### config.mk
export PLATFORM = sky130hd
export DESIGN_NAME = cache_arbiter
export DESIGN_NICKNAME = d
export VERILOG_FILES = /design/src/rtl/cache_arbiter.sv
export SDC_FILE = /design/constraint.sdc
export NUM_CORES = 1
export LEC_CHECK = 0
export CORE_AREA = 2 2 273 275
export CTS_BUF_LIST = sky130_fd_sc_hd__clkbuf_4 sky130_fd_sc_hd__clkbuf_8 sky130_fd_sc_hd__clkbuf_16
export CTS_CLUSTER_DIAMETER = 120
export DETAILED_ROUTE_END_ITERATION = 12
export DIE_AREA = 0 0 275 277
export GPL_ROUTABILITY_DRIVEN = 0
export HOLD_SLACK_MARGIN = 0.05
export PLACE_DENSITY = 0.41
export SYNTH_ARGS = -nofsm -noshare
export SYNTH_HDL_FRONTEND = slang
export SYNTH_SLANG_ARGS = --single-unit
### constraint.sdc
create_clock -name clk -period 1.9 [get_ports clk]
set_clock_uncertainty 0.2 [all_clocks]
set_input_delay 0.19 -clock clk [delete_from_list [all_inputs] [get_ports clk]]
set_output_delay 0.19 -clock clk [all_outputs]
set_load 0.03 [all_outputs]
### src/rtl/cache_arbiter.sv
// Two-client (I-cache / D-cache) arbiter in front of one physical memory port.
// Define CACHE_ARBITER_ROUND_ROBIN_EN for round-robin arbitration; default is fixed D-priority.
module cache_arbiter (
  input  logic         clk,
  input  logic         rst,
  input  logic         i_read,
  input  logic [15:0]  i_address,
  output logic [127:0] i_rdata,
  output logic         i_resp,
  input  logic         d_read,
  input  logic         d_write,
  input  logic [15:0]  d_address,
  input  logic [127:0] d_wdata,
  output logic [127:0] d_rdata,
  output logic         d_resp,
  output logic         pmem_read,
  output logic         pmem_write,
  output logic [15:0]  pmem_address,
  output logic [127:0] pmem_wdata,
  input  logic [127:0] pmem_rdata,
  input  logic         pmem_resp
);

  typedef enum logic [1:0] {IDLE, SERVE_I, SERVE_D} state_t;

  state_t         state;
  logic [15:0]    addr_q;
  logic [127:0]   wdata_q;
  logic           op_write_q;
  logic           i_req;
  logic           d_req;
  logic           grant_d;
  logic           grant_i;

  assign i_req = i_read;
  assign d_req = d_read | d_write;

`ifdef CACHE_ARBITER_ROUND_ROBIN_EN
  logic prio_d;
  assign grant_d = d_req & (~i_req | prio_d);
`else
  assign grant_d = d_req;
`endif
  assign grant_i = i_req & ~grant_d;

  always_ff @(posedge clk) begin
    if (rst) begin
      state      <= IDLE;
      addr_q     <= '0;
      wdata_q    <= '0;
      op_write_q <= 1'b0;
`ifdef CACHE_ARBITER_ROUND_ROBIN_EN
      prio_d     <= 1'b1;
`endif
    end else begin
      case (state)
        IDLE: begin
          if (grant_d) begin
            state      <= SERVE_D;
            addr_q     <= d_address;
            wdata_q    <= d_wdata;
            op_write_q <= d_write;
          end else if (grant_i) begin
            state      <= SERVE_I;
            addr_q     <= i_address;
            op_write_q <= 1'b0;
          end
        end
        SERVE_I: begin
          if (pmem_resp) begin
            state <= IDLE;
`ifdef CACHE_ARBITER_ROUND_ROBIN_EN
            prio_d <= 1'b1;
`endif
          end
        end
        SERVE_D: begin
          if (pmem_resp) begin
            state <= IDLE;
`ifdef CACHE_ARBITER_ROUND_ROBIN_EN
            prio_d <= 1'b0;
`endif
          end
        end
        default: state <= IDLE;
      endcase
    end
  end

  // Strobes decode the registered state/op; rst gating silences them during the reset cycle.
  assign pmem_read    = (state != IDLE) & ~op_write_q & ~rst;
  assign pmem_write   = (state != IDLE) &  op_write_q & ~rst;
  assign pmem_address = addr_q;
  assign pmem_wdata   = wdata_q;

  assign i_rdata = pmem_rdata;
  assign d_rdata = pmem_rdata;
  assign i_resp  = (state == SERVE_I) & pmem_resp & ~rst;
  assign d_resp  = (state == SERVE_D) & pmem_resp & ~rst;

endmodule

**Word-level counts from Yosys, hierarchy flattened**

Index checks and enable logic that the tools add are counted.

- Equal/unequal tests: 4
- Multiplexer cells: 8
- Bitwise gates (word level): 13
- Reduce and logical (&&, ||, !) cells: 7

Operators by type and width:

| kind | number |
|---|---|
| 2-to-1 mux 16 bit | 2 |
| bitwise AND 1 bit | 9 |
| 2-to-1 mux 2 bit | 3 |
| AND reduction 2 bit | 3 |
| one-hot mux 2 bit (2 select lines) | 1 |
| nonzero test 2 bit | 2 |
| != test 3 bit (second input constant) | 1 |
| inverter 1 bit | 3 |
| equality test 2 x 1 -> 1 bit (second input constant) | 1 |
| equality test 2 bit (second input constant) | 1 |
| logical NOT 2 bit | 1 |
| 2-to-1 mux 1 bit | 2 |
| != test 2 x 1 -> 1 bit (second input constant) | 1 |
| OR reduction 2 bit | 1 |
| OR 1 bit | 1 |

- Flip-flop bits (word level): 147
- Input bits: 294

**Longest topological paths before layout**

Gate-level depths: netlist of run 1.

- Depth in word-level cells: 6
- Gate-level depth with buffers: 7
- Mapped depth without buffers: 5

**Least setup slack after synthesis of run 1**

OpenSTA, ideal clock, no wires.

- Kind: flip-flop to output port
- From: register state[0]
- To: output pmem_write
- Arrival: 1.344 ns
- Setup slack: 0.166 ns
- Stages on the path, launching flop included: 4
- Buffers on the path: 0
- Cell sequence: dfxtp_1 > inv_1 > ha_1 > nor3b_1

- Cells in the longest elaborated chain, start to end: 3

Ends and longest elaborated chain:

| what | line | RTL |
|---|---|---|
| start: declaration | 26 | `state_t state;` |
| start signal: assignment | 48 | `state <= IDLE;` |
| start signal: assignment | 59 | `state <= SERVE_D;` |
| start signal: assignment | 64 | `state <= SERVE_I;` |
| nonzero test 2 bit | 92 | `assign pmem_write = (state != IDLE) & op_write_q & ~rst;` |
| bitwise AND 1 bit (2 in a row) | 92 |  |
| end: declaration | 17 | `output logic pmem_write,` |

Every way passes these cells.

**Worst setup path in the final report of run 1**

- From: register state[0]
- To: output pmem_read

- Cells in the longest elaborated chain, start to end: 3

Ends and longest elaborated chain:

| what | line | RTL |
|---|---|---|
| nonzero test 2 bit | 91 | `assign pmem_read = (state != IDLE) & ~op_write_q & ~rst;` |
| bitwise AND 1 bit (2 in a row) | 91 |  |
| end: declaration | 16 | `output logic pmem_read,` |

Every way passes these cells.

==> results.cfg, run 1 <==
[placement]
post-dp-hpwl_mm = 20.5
portBuffers = 313
post-place-cells = 1946

[die]
dieArea_um2 = 76200
fp.coreArea_um2 = 73600
ios = 698
fp-row-count = 100
die_h_um = 277
die_width_um = 275
start_util = 0.0993

[layout]
final_cell_mix = 273 x nand2_1, 164 x clkdlybuf4s50_1, 145 x dfxtp_1, 144 x dlygate4sd2_1, 135 x dlygate4sd3_1
finalNetCount = 1432
syn_to_final_growth_pct = 61.8
layout-drive-gt1-share = 0.0854
fin_cells = 2116
final_common_cell = nand2_1
diodes = 0

[setup_path]
path_max_fanout = 5
worstPathArrival_ns = 1.48
critical_path_class = reg2out
start_kind = flip-flop
end_kind = output pin
worstPathRequired_ns = 1.51

[global_route]
overflow = 0
grt_max_degree = 70
grt_pass1_wl_mm = 39.7
antenna_found_initial = 1
grt_pass1_vias = 6585
grtUsageTotal = 0.0720

[timing]
hold_viol = 0
relSlewSlack = 0.693
setup_violations = 0
slew_viol_final = 0
period_share = 0.984
grt_setup_unrepaired = true
worstMarginPinSlew_ns = 0.463
period_needed_ns = 1.87
tns_ns = 0
max_freq_ghz = 0.535

[synthesis]
synth-edff-count = 0
synth_seq_cells = 147
synth_area_um2 = 7310
syn-num-nets = 1228
yosysWarnings = 0
async_flop_share = 0
ys.flop_type = dfxtp_1
synthCells = 930
avgSynthCellArea_um2 = 7.86
ys_types = 24
ys_seq_area_frac = 0.403

[status]
status = finished, final reports clean

[detailed_routing]
dr_total_vias = 6513
drtIter0Drc = 165
drc = 0
wl_per_cell_um = 13.2
vias_per_cell = 3.08
firstDrtPassIters = 4
drt-total-wl_mm = 28.0
final_antenna_net_count = 0

[clock_network]
htree_levels = 4
cts_sinks = 147
clock_latency_ns = 0.47
clock_path_buffers = 2
cts_tree = yes
root_buffer = clkbuf_16
numCtsBuffers = 17
clkTransAtPathRegs_ns = 0.07

[power]
power_leakage_nw = 4.85
powerDensity_nw_per_um2 = 854
peakVddDrop_v = 0.000354

[min_path]
hp-class = in2reg

[run]
drv_cap = 0
[sequential cells by signal (all words and copies together), names as in the netlist]
register,count
pmem_wdata,128
pmem_address,16
state,2
op_write_q,1
[cells by family (layout without fill, tap and decap cells)]
kind of cell,count (synthesis),after routing,synth area share
compound gates,169,169,0.125
simple gates,299,299,0.161
fa+ha+maj,4,4,0.00685
flops,147,147,0.403
buf+inv,311,528,0.304
[Yosys cell counts, types with 2 or more instances]
master    instances  area share
a21oi_1         130       0.089
nor2_1           17      0.0087
o21ai_0          15       0.010
dfxtp_1         147        0.40
buf_2            22       0.015
a311oi_1         16       0.019
and3b_1           2      0.0024
inv_1             2      0.0010
ha_1              4      0.0068
clkbuf_1         14      0.0072
o21ai_1           5      0.0034
buf_4           272        0.28
nand2_1         273        0.14
[worst paths after layout]
path | start | to | slack, ns | depth (start not counted)
worst max-delay path | state[0]$_SDFFE_PP0P_ | pmem_read | 0.03 | 5
worst min-delay path | d_wdata[46] | pmem_wdata[46]$_SDFFE_PP0P_ | 0.1 | 3
worst max register to register | state[1]$_SDFFE_PP0P_ | pmem_wdata[54]$_SDFFE_PP0P_ | 0.13 | 7
worst min register to register | pmem_wdata[109]$_SDFFE_PP0P_ | pmem_wdata[109]$_SDFFE_PP0P_ | 0.25 | 2
[worst max-delay path: stages (launching register included)]
cell     delay [ns]
dfxtp_2        0.37
inv_4          0.05
ha_4           0.17
nor3_4         0.18
buf_6          0.14
buf_12         0.11
[power by group]
part           leakage [nW]  total (mW)  internal (mW)  switching [mW]
Clock                 0.294        3.70           1.99            1.70
Sequential             1.22        3.56           3.40           0.159
Combinational          3.34        2.84           1.24            1.60
Total                  4.85        10.1           6.64            3.46
[final cells by class]
cell class | count | area [um^2]
clock buffer | 17 | 425
clock inverter | 15 | 186
fill | 8316 | 61700
inverter | 2 | 12.5
multi-input combinational | 472 | 2200
sequential | 147 | 2950
tap | 969 | 1210
timing repair buffer | 494 | 4840
[per-stage QoR]
step,worst slack [ns],instance area [um^2],total power [mW],util,hold WS (ns)
after floorplan,0.166,7310,6.03,-,0.126
after global placement,-0.0416,9940,6.47,0.135,0.180
after detailed placement,-0.0807,9940,6.48,0.135,0.180
after CTS,-0.103,11800,10.4,0.160,0.0501
after global routing,-0.0657,11800,10.7,0.161,0.0733
final,0.0304,11800,10.1,0.161,0.0989
[routing by layer]
metal  vias up  routed length [um]  GRT usage
met2       383               12000      0.108
met4         2                2150     0.0624
li1       3129                   -          -
met5         -                  14    0.00578
met3       122                3150     0.0403
met1      2877               10600     0.0707
[timing repair]
action,CTS,global route
hold endpoints to repair,137,0
hold buffers,136,0
buffers inserted,3,0
resized for setup,157,4
endpoints found under the setup margin,148,5
pin swaps,4,1
Note: power is estimated with default switching activity, not from simulation.
==> run 2, diff against run 1 <==
==> config.mk (replaced) <==
export PLATFORM = sky130hd
export DESIGN_NAME = cache_arbiter
export DESIGN_NICKNAME = d
export VERILOG_FILES = /design/src/rtl/cache_arbiter.sv
export SDC_FILE = /design/constraint.sdc
export NUM_CORES = 1
export LEC_CHECK = 0
export CORE_AREA = 2 2 270 272
export CTS_BUF_LIST = sky130_fd_sc_hd__clkbuf_4 sky130_fd_sc_hd__clkbuf_8 sky130_fd_sc_hd__clkbuf_16
export CTS_CLUSTER_DIAMETER = 120
export DETAILED_ROUTE_END_ITERATION = 12
export DIE_AREA = 0 0 272 274
export GPL_ROUTABILITY_DRIVEN = 0
export HOLD_SLACK_MARGIN = 0.05
export PLACE_DENSITY = 0.42
export SYNTH_ARGS = -nofsm -noshare
export SYNTH_HDL_FRONTEND = slang
export SYNTH_SLANG_ARGS = --single-unit
==> results.cfg, run 2 (same netlist as run 1, synthesis figures left out) <==
[status]
status = finished, final reports clean

[power]
powerDensity_nw_per_um2 = 847
power_leakage_nw = 4.73
fin_total_pwr_mw = 9.79
peakVddDrop_v = 0.000472

[timing]
worstMarginPinSlew_ns = 0.415
slew_viol_final = 0
period_share = 0.957
max_freq_ghz = 0.550
relSlewSlack = 0.724
period_needed_ns = 1.82
tns_ns = 0
setup_violations = 0
hold_viol = 0
grt_setup_unrepaired = true
whs_ns = 0.108

[layout]
fin_util = 0.161
layout-drive-gt1-share = 0.0772
diodes = 0
finalNetCount = 1412
syn_to_final_growth_pct = 58.2
largest_reg_flops = 128
final_common_cell = nand2_1
final_cell_mix = 273 x nand2_1, 164 x clkdlybuf4s50_1, 145 x dfxtp_1, 144 x dlygate4sd2_1, 130 x a21oi_1

[setup_path]
reg2reg_slack_ns = 0.11
ff2ff_path_depth = 6
regToRegStartpoint = state[1]$_SDFFE_PP0P_
start_kind = flip-flop
end_kind = output pin
reg2reg_to = op_write_q$_SDFFE_PP0P_
path_max_fanout = 3
worstPathRequired_ns = 1.51
worstPathArrival_ns = 1.43
critical_path_class = reg2out

[global_route]
grt_max_degree = 71
overflow = 0
antenna_found_initial = 2
grt_pass1_vias = 6606
grt_pass1_wl_mm = 39.4
grtUsageTotal = 0.0720

[die]
die_width_um = 272
dieArea_um2 = 74500
fp.coreArea_um2 = 72000
die_h_um = 274
fp-row-count = 99
ios = 698
start_util = 0.102

[clock_network]
clock_latency_ns = 0.47
htree_levels = 4
clkTransAtPathRegs_ns = 0.07
numCtsBuffers = 17
cts_sinks = 147
root_buffer = clkbuf_16
clock_path_buffers = 2
cts_tree = yes

[min_path]
hp-class = in2reg
hold_depth = 3
hold_end = pmem_wdata[88]$_SDFFE_PP0P_
hold_start = d_wdata[88]

[detailed_routing]
drt-total-wl_mm = 27.1
drtIter0Drc = 177
dr_total_vias = 6485
drc = 0
firstDrtPassIters = 4
vias_per_cell = 3.11
final_antenna_net_count = 0
wl_per_cell_um = 13.0

[placement]
post-dp-hpwl_mm = 19.7
portBuffers = 313

[run]
drv_cap = 0
## run 2: area by class of cell
cell class	instances	area, um^2
clock buffers	19	453
well taps	959	1200
clock inverters	13	113
multi-input cells	472	2200
flip-flops and latches	147	2950
inverters	2	12.5
repair buffers	474	4640
fillers	8143	60400
## run 2: metrics by stage
stage / cells / instance area, um^2 / setup WS [ns]
6_report: 2086 / 11600 / 0.0820
5_1_grt: 2086 / 11600 / -0.00443
4_1_cts: 2085 / 11500 / 0.0103
3_5_place_dp: 1926 / 9830 / -0.0720
3_3_place_gp: 1926 / 9830 / -0.0482
2_1_floorplan: 930 / 7310 / 0.166
## run 2: worst max-delay path: stages (launching register included)
cell and delay, ns:
dfxtp_4 0.36, buf_6 0.11, ha_2 0.15, and3b_2 0.20, buf_6 0.14
## run 2: what timing repair did
action,in CTS,in global routing
endpoints found under the hold margin,132,0
pin swaps,1,2
endpoints found under the setup margin,153,5
hold buffers,127,0
gates cloned,0,0
gates resized for setup,154,7
buffers inserted,0,1
## run 2: layer usage
metal | routed length, um | GRT usage | vias to the layer above | part of all wire
li1 | - | - | 3099 | -
met1 | 10100 | 0.0695 | 2883 | 0.37
met2 | 12500 | 0.114 | 368 | 0.46
met3 | 2720 | 0.0372 | 128 | 0.10
met4 | 1730 | 0.0610 | 7 | 0.064
met5 | 70 | 0.00513 | - | 0.0026
## run 2: how the worst max path moves through the flow
stage	slack [ns]	from	to	depth (start not counted)
CTS	0.01	state[0]$_SDFFE_PP0P_	d_resp	4
global placement	-0.05	d_write	pmem_address[0]$_SDFFE_PP0P_	5
floorplan	0.17	state[0]$_SDFFE_PP0P_	pmem_write	3
finish	0.08	state[1]$_SDFFE_PP0P_	d_resp	4
detailed placement	-0.07	d_write	pmem_wdata[85]$_SDFFE_PP0P_	6
global route	-0.004	state[0]$_SDFFE_PP0P_	pmem_write	4
## run 2: power by group
| part | switching (mW) | leakage [nW] | total [mW] | internal, mW |
|---|---|---|---|---|
| registers | 0.163 | 1.22 | 3.56 | 3.40 |
| clock network | 1.60 | 0.270 | 3.38 | 1.78 |
| logic | 1.61 | 3.24 | 2.85 | 1.24 |
==> run 3, diff against run 2 <==
==> config.mk (replaced) <==
export PLATFORM = sky130hd
export DESIGN_NAME = cache_arbiter
export DESIGN_NICKNAME = d
export VERILOG_FILES = /design/src/rtl/cache_arbiter.sv
export SDC_FILE = /design/constraint.sdc
export NUM_CORES = 1
export LEC_CHECK = 0
export CORE_AREA = 2 2 273 275
export CTS_BUF_LIST = sky130_fd_sc_hd__clkbuf_4 sky130_fd_sc_hd__clkbuf_8 sky130_fd_sc_hd__clkbuf_16
export CTS_CLUSTER_DIAMETER = 120
export DETAILED_ROUTE_END_ITERATION = 12
export DIE_AREA = 0 0 275 277
export GPL_ROUTABILITY_DRIVEN = 0
export HOLD_SLACK_MARGIN = 0.12
export PLACE_DENSITY_LB_ADDON = 0.12
export SYNTH_ARGS = -nofsm -noshare
export SYNTH_HDL_FRONTEND = slang
export SYNTH_SLANG_ARGS = --single-unit
==> results.cfg, run 3 (same netlist as run 1, synthesis figures left out) <==
[timing]
max_freq_ghz = 0.542
period_needed_ns = 1.84
hold_viol = 0
whs_ns = 0.166
slew_viol_final = 0
period_share = 0.971
worstMarginPinSlew_ns = 0.920
relSlewSlack = 0.387
grt_setup_unrepaired = true
setup_violations = 0

[die]
die_h_um = 277
dieArea_um2 = 76200
ios = 698
die_width_um = 275
fp.coreArea_um2 = 73600
fp-row-count = 100
start_util = 0.0993

[setup_path]
worstPathRequired_ns = 1.51
start_kind = flip-flop
worstPathArrival_ns = 1.45
path_max_fanout = 3
end_kind = output pin
critical_path_class = reg2out

[power]
power_leakage_nw = 4.99
peakVddDrop_v = 0.000385
powerDensity_nw_per_um2 = 864
fin_total_pwr_mw = 10.5

[global_route]
grt_pass1_wl_mm = 43.4
overflow = 0
grt_max_degree = 64
grtUsageTotal = 0.0784
antenna_found_initial = 0
grt_pass1_vias = 6823

[clock_network]
numCtsBuffers = 17
cts_tree = yes
clock_latency_ns = 0.46
cts_sinks = 147
clock_path_buffers = 2
clkTransAtPathRegs_ns = 0.07
htree_levels = 4
root_buffer = clkbuf_16

[layout]
diodes = 0
final_common_cell = nand2_1
nFillCells = 8373
syn_to_final_growth_pct = 65.7
final_cell_mix = 273 x nand2_1, 164 x clkdlybuf4s50_1, 147 x dlygate4sd3_1, 145 x dfxtp_1, 144 x dlygate4sd2_1
multi_input_area_um2 = 2220
layout-drive-gt1-share = 0.0939
largest_reg_flops = 128
fin_util = 0.165
finalNetCount = 1458
seq_area_um2 = 2950

[detailed_routing]
firstDrtPassIters = 4
final_antenna_net_count = 0
drt-total-wl_mm = 30.1
drtIter0Drc = 168
wl_per_cell_um = 14.1
drc = 0
dr_total_vias = 6583
vias_per_cell = 3.07

[placement]
portBuffers = 313
post-dp-hpwl_mm = 22.3

[status]
status = finished, final reports clean

[min_path]
hp-class = in2reg

[run]
drv_cap = 0
run 3: cell types whose count changed in the layout (fill, tap and decap cells not counted), moves of 4 or more:
cell           before  now
buf_12             13   17
buf_4              24   44
bufinv_16           0    4
dlygate4sd3_1     126  147
inv_6               6    1
run 3: timing repair:
action                                  in CTS  in global routing
endpoints found under the setup margin     148                 36
buffers inserted                             4                  1
resized for setup                          161                  3
endpoints found under the hold margin      141                  0
hold buffers                               148                  0
pin swaps                                    2                  2
run 3: final cells by class:
cell class,count,area share
multi-input cells,472,0.183
flip-flops and latches,147,0.243
clock buffers,19,0.0369
clock inverters,12,0.0150
inverters,2,0.00103
repair buffers,520,0.421
well taps,969,0.100
run 3: layer usage:
metal / track usage / vias up / part of all wire
li1: - / 3186 / -
met1: 0.0776 / 2945 / 0.37
met2: 0.128 / 344 / 0.47
met3: 0.0368 / 108 / 0.10
met4: 0.0560 / 0 / 0.056
met5: 0.00578 / - / 0
run 3: critical path, stage by stage (launching register included):
cell     delay [ns]
dfxtp_2        0.36
inv_4          0.06
buf_6          0.11
ha_4           0.14
and3b_1        0.18
buf_6          0.14
run 3: per-stage QoR:
| stage | worst slack (ns) | instance area (um^2) | TNS [ns] | cells |
|---|---|---|---|---|
| final | 0.0551 | 12100 | 0 | 2141 |
| after global routing | -0.0414 | 12100 | -0.0665 | 2141 |
| after CTS | -0.0784 | 12100 | -0.132 | 2141 |
| after detailed placement | -0.0893 | 10100 | -3.39 | 1958 |
| after global placement | -0.0642 | 10100 | -0.777 | 1958 |
| after floorplan | 0.166 | 7310 | 0 | 930 |
run 3: power breakdown:
group | internal [mW] | leakage, nW | switching (mW)
logic | 1.39 | 3.47 | 1.68
clock network | 2.24 | 0.295 | 1.58
registers | 3.40 | 1.22 | 0.162
total | 7.04 | 4.99 | 3.42
run 3: worst paths after layout:
| kind | start | to | slack, ns | cells after the start |
|---|---|---|---|---|
| setup / recovery | state[1]$_SDFFE_PP0P_ | i_resp | 0.06 | 5 |
| hold / removal | d_wdata[69] | pmem_wdata[69]$_SDFFE_PP0P_ | 0.17 | 3 |
| setup reg to reg | state[1]$_SDFFE_PP0P_ | pmem_wdata[77]$_SDFFE_PP0P_ | 0.17 | 8 |
| hold reg to reg | pmem_wdata[125]$_SDFFE_PP0P_ | pmem_wdata[125]$_SDFFE_PP0P_ | 0.25 | 2 |
